`config.mk`:
```
export PLATFORM = sky130hd
export DESIGN_NAME = relu_pool_writeback
export DESIGN_NICKNAME = d
export VERILOG_FILES = /design/src/rtl/relu_pool_writeback.sv
export SDC_FILE = /design/constraint.sdc
export NUM_CORES = 1
export LEC_CHECK = 0
export CAP_MARGIN = 15
export CORE_MARGIN = 2
export CORE_UTILIZATION = 61
export CTS_CLUSTER_DIAMETER = 200
export DETAILED_ROUTE_END_ITERATION = 10
export GPL_TIMING_DRIVEN = 0
export PLACE_DENSITY = 0.79
export SYNTH_ARGS = -nofsm -noshare
export SYNTH_HDL_FRONTEND = slang
export SYNTH_SLANG_ARGS = --single-unit
```
`constraint.sdc`:
```
create_clock -name clk -period 11.4 [get_ports clk]
set_input_delay 2.85 -clock clk [delete_from_list [all_inputs] [get_ports clk]]
set_output_delay 2.85 -clock clk [all_outputs]
set_load 0.05 [all_outputs]
```
`src/rtl/relu_pool_writeback.sv`:
```
// Requantizes, optionally ReLUs and 2x2 max-pools the PE array's psum stream, then
// packs the int8 results four per word and writes them to the OARG BRAM port.
module relu_pool_writeback #(
  parameter int PSUM_DATA_SIZE   = 32,
  parameter int DATA_BITWIDTH    = 32,
  parameter int ADDRESS_BITWIDTH = 32,
  parameter int FIXPOINT_LEN     = 8,
  parameter int OUT_DATA_SIZE    = 8,
  parameter int MAX_WIDTH        = 256
) (
  input  logic                        clk,
  input  logic                        rst,
  input  logic                        start,
  input  logic [7:0]                  cfg_width,
  input  logic [7:0]                  cfg_height,
  input  logic                        cfg_relu,
  input  logic                        cfg_pool,
  input  logic [ADDRESS_BITWIDTH-1:0] base_address,
  input  logic                        in_valid,
  output logic                        in_ready,
  input  logic [PSUM_DATA_SIZE-1:0]   in_data,
  output logic [ADDRESS_BITWIDTH-1:0] OARG_address,
  output logic [DATA_BITWIDTH-1:0]    OARG_wdata,
  output logic                        OARG_e,
  output logic [3:0]                  OARG_we,
  output logic                        busy,
  output logic                        done
);

  localparam int BYTES_PER_WORD = DATA_BITWIDTH / OUT_DATA_SIZE;
  localparam int BC_W           = $clog2(BYTES_PER_WORD);
  localparam int LB_DEPTH       = MAX_WIDTH / 2;
  localparam int LB_AW          = $clog2(LB_DEPTH);
  localparam logic signed [PSUM_DATA_SIZE-1:0] Q_MAX = PSUM_DATA_SIZE'(2**(OUT_DATA_SIZE-1) - 1);
  localparam logic signed [PSUM_DATA_SIZE-1:0] Q_MIN = ~Q_MAX;

  typedef enum logic [1:0] {IDLE, RUN, FLUSH, DONE} state_t;
  state_t state, state_next;

  logic [7:0]                  cfg_width_r, cfg_height_r;
  logic                        cfg_relu_r, cfg_pool_r;
  logic [7:0]                  col, row;
  logic                        start_frame, fire, last_psum;

  logic                        s1_valid, s1_row_odd;
  logic [7:0]                  s1_col;
  logic signed [OUT_DATA_SIZE-1:0] s1_q;

  logic signed [PSUM_DATA_SIZE-1:0] q_shift, q_relu;
  logic signed [OUT_DATA_SIZE-1:0]  q_sat, held, h, lb_rd, pool_out, out_byte;
  logic signed [OUT_DATA_SIZE-1:0]  linebuf [LB_DEPTH];
  logic [LB_AW-1:0]                 lb_idx;
  logic                             out_valid, flush_partial;

  logic [DATA_BITWIDTH-1:0]    pack_reg, pack_next;
  logic [BC_W-1:0]             byte_cnt;
  logic [ADDRESS_BITWIDTH-1:0] wr_addr;

  assign start_frame = (state == IDLE) && start;
  assign fire        = in_valid && in_ready;
  assign last_psum   = (row == cfg_height_r - 8'd1) && (col == cfg_width_r - 8'd1);

  always_ff @(posedge clk) begin
    if (rst) state <= IDLE;
    else     state <= state_next;
  end

  // NOTE: every signal assigned here gets a default first so no latch can be inferred.
  always_comb begin
    state_next = state;
    in_ready   = 1'b0;
    busy       = 1'b0;
    done       = 1'b0;
    unique case (state)
      IDLE:  if (start) state_next = (cfg_width != 8'd0 && cfg_height != 8'd0) ? RUN : DONE;
      RUN: begin
        in_ready = 1'b1;
        busy     = 1'b1;
        if (fire && last_psum) state_next = FLUSH;
      end
      FLUSH: begin
        busy = 1'b1;
        // Partial word goes out first; leave only once nothing is pending.
        if (!s1_valid && byte_cnt == '0) state_next = DONE;
      end
      DONE: begin
        done       = 1'b1;
        state_next = IDLE;
      end
      default: state_next = IDLE;
    endcase
  end

  // NOTE: sequential state uses non-blocking assignments so all registers update together.
  always_ff @(posedge clk) begin
    if (rst) begin
      cfg_width_r  <= '0;
      cfg_height_r <= '0;
      cfg_relu_r   <= 1'b0;
      cfg_pool_r   <= 1'b0;
      col          <= '0;
      row          <= '0;
    end else if (start_frame) begin
      cfg_width_r  <= cfg_width;
      cfg_height_r <= cfg_height;
      cfg_relu_r   <= cfg_relu;
      cfg_pool_r   <= cfg_pool;
      col          <= '0;
      row          <= '0;
    end else if (fire) begin
      if (col == cfg_width_r - 8'd1) begin
        col <= '0;
        row <= row + 8'd1;
      end else begin
        col <= col + 8'd1;
      end
    end
  end

  always_comb begin
    q_shift = $signed(in_data) >>> FIXPOINT_LEN;
    q_relu  = (cfg_relu_r && q_shift[PSUM_DATA_SIZE-1]) ? '0 : q_shift;
    if (q_relu > Q_MAX)      q_sat = OUT_DATA_SIZE'(Q_MAX);
    else if (q_relu < Q_MIN) q_sat = OUT_DATA_SIZE'(Q_MIN);
    else                     q_sat = q_relu[OUT_DATA_SIZE-1:0];
  end

  always_ff @(posedge clk) begin
    if (rst) begin
      s1_valid   <= 1'b0;
      s1_q       <= '0;
      s1_col     <= '0;
      s1_row_odd <= 1'b0;
    end else begin
      s1_valid <= fire;
      if (fire) begin
        s1_q       <= q_sat;
        s1_col     <= col;
        s1_row_odd <= row[0];
      end
    end
  end

  // Odd trailing columns/rows never reach an odd/odd position, so they drop out naturally.
  always_comb begin
    lb_idx        = s1_col[LB_AW:1];
    lb_rd         = linebuf[lb_idx];
    h             = (s1_q > held) ? s1_q : held;
    pool_out      = (lb_rd > h) ? lb_rd : h;
    out_valid     = s1_valid && (!cfg_pool_r || (s1_col[0] && s1_row_odd));
    out_byte      = cfg_pool_r ? pool_out : s1_q;
    pack_next     = pack_reg | (DATA_BITWIDTH'($unsigned(out_byte)) << (OUT_DATA_SIZE * byte_cnt));
    flush_partial = (state == FLUSH) && !s1_valid && (byte_cnt != '0);
  end

  // NOTE: the line buffer has no reset; each entry is written on an even row before any read.
  always_ff @(posedge clk) begin
    if (s1_valid && cfg_pool_r && s1_col[0] && !s1_row_odd) linebuf[lb_idx] <= h;
  end

  always_ff @(posedge clk) begin
    if (rst) begin
      held         <= '0;
      pack_reg     <= '0;
      byte_cnt     <= '0;
      wr_addr      <= '0;
      OARG_address <= '0;
      OARG_wdata   <= '0;
      OARG_e       <= 1'b0;
      OARG_we      <= '0;
    end else begin
      OARG_e  <= 1'b0;
      OARG_we <= '0;
      if (s1_valid && cfg_pool_r && !s1_col[0]) held <= s1_q;
      if (start_frame) begin
        pack_reg <= '0;
        byte_cnt <= '0;
        wr_addr  <= base_address;
      end else if (out_valid) begin
        if (byte_cnt == BC_W'(BYTES_PER_WORD - 1)) begin
          OARG_e       <= 1'b1;
          OARG_we      <= 4'b1111;
          OARG_wdata   <= pack_next;
          OARG_address <= wr_addr;
          wr_addr      <= wr_addr + ADDRESS_BITWIDTH'(DATA_BITWIDTH / 8);
          pack_reg     <= '0;
          byte_cnt     <= '0;
        end else begin
          pack_reg <= pack_next;
          byte_cnt <= byte_cnt + BC_W'(1);
        end
      end else if (flush_partial) begin
        OARG_e       <= 1'b1;
        OARG_we      <= 4'((1 << byte_cnt) - 1);
        OARG_wdata   <= pack_reg;
        OARG_address <= wr_addr;
        wr_addr      <= wr_addr + ADDRESS_BITWIDTH'(DATA_BITWIDTH / 8);
        pack_reg     <= '0;
        byte_cnt     <= '0;
      end
    end
  end

endmodule
```
# After elaboration in Yosys (flattened, before gate mapping)
# Memories as Yosys holds them, arrays and structs flattened. A register that Yosys moved wholly into a read port is not among the register bits.
# Index checks and enable logic that the tools add are counted.
dict set report classes {
  add_sub_neg 7
  n_lt_le_gt_ge 4
  eq_ne 11
  n_shift 2
  muxes 41
  n_bitwise 2
  reduce_logical 33
}
# op n
set ops {}
lappend ops {{32-bit 2-to-1 mux} 14}
lappend ops {{8-bit 2-to-1 mux} 6}
lappend ops {{32-bit by 3-bit adder with 32-bit output (second input constant)} 1}
lappend ops {{32-bit by 8-bit > comparator with 1-bit output (second input constant)} 1}
lappend ops {{32-bit by 8-bit < comparator with 1-bit output (second input constant)} 1}
lappend ops {{32-bit bitwise OR} 1}
lappend ops {{8-bit by 5-bit left shift with 32-bit output} 1}
lappend ops {{8-bit by 1-bit adder with 8-bit output (second input constant)} 2}
lappend ops {{8-bit equality test} 2}
lappend ops {{8-bit > comparator} 2}
lappend ops {{8-bit nonzero test} 2}
lappend ops {{8-bit by 1-bit subtractor with 8-bit output (second input constant)} 2}
lappend ops {{1-bit logical AND} 15}
lappend ops {{2-bit 2-to-1 mux} 7}
lappend ops {{7-bit 2-to-1 mux} 2}
lappend ops {{4-bit 2-to-1 mux} 3}
lappend ops {{1-bit 2-to-1 mux} 8}
lappend ops {{2-bit case mux with 4 select lines} 1}
lappend ops {{2-bit equality test (second input constant)} 3}
lappend ops {{2-bit != test (second input constant)} 3}
lappend ops {{3-bit AND reduction} 2}
lappend ops {{1-bit zero test} 4}
lappend ops {{2-bit zero test} 2}
lappend ops {{2-bit AND reduction} 2}
lappend ops {{other kinds (11)} 13}
dict set report word_totals {
  regBits 197
  ram_bits 1024
  input_bits 86
  output_inout_bits 72
  word_cells 120
  n_memories 1
}
# name depth width read_ports rd_clocked_by_memory_dff wr line
set memory_table {}
lappend memory_table {linebuf 128 8 1 1 1 51} ;# logic signed [OUT_DATA_SIZE-1:0] linebuf [LB_DEPTH];

# Longest topological paths before layout
dict set report logic_depth {
  depth_word 9
  mapped_depth 21
  depth_no_buf 20
}

# Worst setup path before layout
# Ideal clock, no wire load.
dict set report synth_path {
  path_kind {flip-flop to flip-flop}
  from {reg held[5]}
  to {reg pack_reg[14]}
  setup_time_ns 0.111
  arrival_time_ns 9.430
  required_time_ns 11.289
  path_slack_ns 1.859
  path_stages_with_launch 20
  path_cell_list {dfxtp_1 > inv_1 > ha_1 > a21o_1 > a211oi_1 > a21oi_1 > or2_2 > clkbuf_1 > o21ai_0 > inv_1 > ha_1 > a21o_1 > a21oi_1 > o211ai_1 > a211o_1 > a21oi_2 > a2bb2oi_1 > o211ai_4 > mux2i_1 > o21ai_0}
}
dict set report synth_via {
  elab_chain_len 9
}
# item line
set synth_lines {}
lappend synth_lines {{start, declared} 50} ;# logic signed [OUT_DATA_SIZE-1:0] q_sat, held, h, lb_rd, pool_out, out_byte;
lappend synth_lines {{start signal, assigned} 174} ;# if (s1_valid && cfg_pool_r && !s1_col[0]) held <= s1_q;
lappend synth_lines {{8-bit > comparator} 148} ;# h = (s1_q > held) ? s1_q : held;
lappend synth_lines {{8-bit 2-to-1 mux} 148}
lappend synth_lines {{net h[3]} 50}
lappend synth_lines {{8-bit > comparator} 149} ;# pool_out = (lb_rd > h) ? lb_rd : h;
lappend synth_lines {{8-bit 2-to-1 mux} 149}
lappend synth_lines {{8-bit 2-to-1 mux} 151} ;# out_byte = cfg_pool_r ? pool_out : s1_q;
lappend synth_lines {{8-bit by 5-bit left shift with 32-bit output} 152} ;# pack_next = pack_reg | (DATA_BITWIDTH'($unsigned(out_byte)) << (OUT_DATA_SIZE * byte_cnt));
lappend synth_lines {{32-bit bitwise OR} 152}
lappend synth_lines {{32-bit 2-to-1 mux} 180} ;# if (byte_cnt == BC_W'(BYTES_PER_WORD - 1)) begin
lappend synth_lines {{32-bit 2-to-1 mux} 179} ;# end else if (out_valid) begin
lappend synth_lines {{end signal, assigned} 189} ;# pack_reg <= pack_next;
lappend synth_lines {{end, declared} 55} ;# logic [DATA_BITWIDTH-1:0] pack_reg, pack_next;
# The timed path passes the listed nets, and every way through them passes these cells.
# A chain may end at the register's enable or synchronous reset.

==> results.tsv <==
metric	value	unit
outcome	complete, but fails checks	
violations	design-rule violations	
dp_hpwl	90300	um
synth_cell_types	61	
final_cells	4348	
post_cts_resized	0	
synth_top_area_share	62.7	%
dr.first_iter.drc_count	5050	
die_x	288	um
yosysWarnings	0	
drive_gt1_share	17.5	%
cp_top_family	buffers and inverters	
grtUsageTotal	34.2	%
grt_use_met3	10.2	%
cts_tree	yes	
io_pins	158	
power_density	176	nW/um^2
max_stage_delay	1.07	ns
met2_usage	53.4	%
drtPass1Iterations	11	
ys_seq_elements	1227	
viasPerCell	6.90	
htree_num_levels	3	
fp.coreArea	79300	sq um
final_core_util	71.1	%
use_met1	44.3	%
period_minus_slack	8.69	ns
start_kind	flip-flop	
setup_viol	0	
grt_overflow	0	
place_inst	4123	
grt_pass1_vias	29600	
clkSlewWorstSetupHoldPaths	0.06	ns
numCtsBuffers	117	
slew_headroom	8.58	%
layout.nets	3310	
wl	142000	um
largest_reg_flops	1024	
worstHoldPathType	reg -> reg	
ys_seq_area_share	71.0	%
async_reset_ff_share	0	%
worst_path_max_delay_cell	buf_1	
cts.path.max_buffers	3	
root_buffer	clkbuf_16	
dieArea	82700	sq um
worst_slew_pin_slew	1.37	ns
fin_crit_sh	76.2	%
yosys-top-cells-area	edfxtp_1, mux4_2, dfxtp_1	
synth_ff_type	edfxtp_1	
path_buf_inv	6	
cp.required	11.92	ns
critical_path_arrival	9.21	ns
stdcell_area	56300	sq um
synth_edf_count	1024	
grt_antenna_before_repair	3	
antenna_left	0	
avgSynthCellArea	16.9	sq um
initial_core_util	61.9	%
ir_drop	219	uV
rows	103	
worstPathMaxFanout	10	
synth_nets	3012	
hold_viol	0	
rsz0062_at_grt	false	
critPathKind	reg -> reg	
drt-wirelength-per-cell	32.6	um
postCtsSetupBuffers	0	
grt_pass1_wl	201000	um
die_h	288	um
busiest_layer	met2	
cp-end-kind	flip-flop	
grt_start_max_net_pins	92	
clkSinkCount	1227	
slew_violations	0	
area_growth	14.9	%
top_register	linebuf	
synth_top_cell_by_area	edfxtp_1	
finClkSkew	0.0359	ns
crit_path_cell_trace	buf_4 -> buf_2 -> buf_2 -> buf_2 -> buf_1 -> buf_1 -> mux4_2 -> mux4_2 -> mux4_2 -> nand2_1 -> nand2_1 -> ha_1 -> a21o_1 -> a21oi_1 -> o211ai_1 -> a211o_1 -> o21ai_1 -> a2bb2oi_1 -> o211ai_4 -> mux2i_1 -> o32ai_1	
place_congestion	0.945	
p_leak	17.6	nW
max_clock_freq	0.115	GHz
cts_hold_buf	0	
port_buffers	149	
vias	30000	
route.detailed.drc	1	
maxCapViolCount	0	
dpl-instance-area	52400	sq um
clk_latency	0.71	ns
synth_cells	2898	
netlist_area	49000	sq um
==> report_power, final <==
| group | internal [W] | total, W | switching [W] |
|---|---|---|---|
| registers | 0.00508 | 0.00515 | 0.0000701 |
| logic | 0.000243 | 0.000846 | 0.000603 |
| clock network | 0.00225 | 0.00394 | 0.00169 |
| total | 0.00757 | 0.00993 | 0.00236 |
==> stage by stage <==
stage | hold slack [ns] | setup slack, ns | total power, W | setup TNS, ns
floorplan | 0.424 | 1.86 | 0.00575 | 0
global placement | 0.437 | -4.84 | 0.00605 | -1575.38
detailed placement | 0.445 | 3.26 | 0.00606 | 0
CTS | 0.453 | 3.18 | 0.00990 | 0
global route | 0.484 | 2.71 | 0.0102 | 0
finish | 0.452 | 2.71 | 0.00993 | 0
==> layout make-up <==
type                       count  area (sq um)
antenna                        1          2.50
buffer                       158           671
clock buffer                 142          3100
clock inverter                78           758
fill                        4671         22900
inverter                      40           155
multi-input combinational   1473         13500
sequential                  1227         34800
tap                         1050          1310
timing repair buffer         179          2060
==> synthesized netlist by cell type, drive strengths merged, types with 5 or more instances <==
cell type	instances
a211oi	40
and4	10
and3	9
ha	28
o31ai	7
mux2i	47
a22oi	30
a21oi	136
edfxtp	1024
and2	6
nand4	21
nand2b	8
a31oi	8
a221oi	5
o22ai	9
o21ai	68
nor2	235
or2	5
nand2	291
mux4	311
nand3	49
nor2b	17
nand3b	5
nor4	13
buf	62
xor2	43
xnor2	20
dfxtp	203
inv	37
clkbuf	96
nor3	15
==> worst reg2reg max path, stage by stage, from the launching register on <==
cell and delay [ns]:
dfxtp_1 0.30, buf_4 0.24, buf_2 0.43, buf_2 0.53, buf_2 0.32, buf_1 0.77, buf_1 1.08, mux4_2 0.47
mux4_2 0.54, mux4_2 0.61, nand2_1 0.18, nand2_1 0.16, ha_1 0.23, a21o_1 0.18, a21oi_1 0.14, o211ai_1 0.18
a211o_1 0.35, o21ai_1 0.20, a2bb2oi_1 0.19, o211ai_4 0.38, mux2i_1 0.83, o32ai_1 0.22
==> per-layer routing <==
layer  wire [um]  part of all wire, %  vias up
li1            -                    -    12000
met1       48000                   34    15000
met2       66900                   47     2492
met3       18800                   13      507
met4        7860                  5.6        2
met5          13               0.0092        -
==> path summary, 6_finish.rpt <==
path               startpoint                to  slack, ns  depth (start not counted)
max                 flip-flop    OARG_wdata[25]       2.71                         21
min          OARG_address[30]  OARG_address[30]       0.45                          2
max reg2reg         flip-flop    OARG_wdata[25]       2.71                         21
min reg2reg  OARG_address[30]  OARG_address[30]       0.45                          2
==> cells in the final DEF (no fill, tap or decap), drive strengths merged, types with 28 or more instances in the layout <==
cell / count
mux4: 311
a21oi: 136
edfxtp: 1024
ha: 28
clkbuf: 238
dfxtp: 203
clkdlybuf4s50: 149
clkinv: 56
o21ai: 68
xor2: 43
nand3: 49
nand2: 291
inv: 40
mux2i: 47
a211oi: 40
nor2: 235
buf: 92
a22oi: 30
==> kinds of logic (layout without fill, tap and decap cells) <==
| group | after synthesis | after routing | share of synthesized area [%] |
|---|---|---|---|
| AND/OR/NAND/NOR | 693 | 693 | 6.09 |
| AO/OA/AOI/OAI | 327 | 327 | 4.05 |
| multiplexers | 362 | 362 | 15.3 |
| other | 0 | 1 | 0 |
| buffers and inverters | 198 | 597 | 1.67 |
| XOR/XNOR | 63 | 63 | 1.13 |
| adder cells (fa/ha/maj) | 28 | 28 | 0.715 |
| flip-flops | 1227 | 1227 | 71.0 |
(Power assumes the default switching activity.)
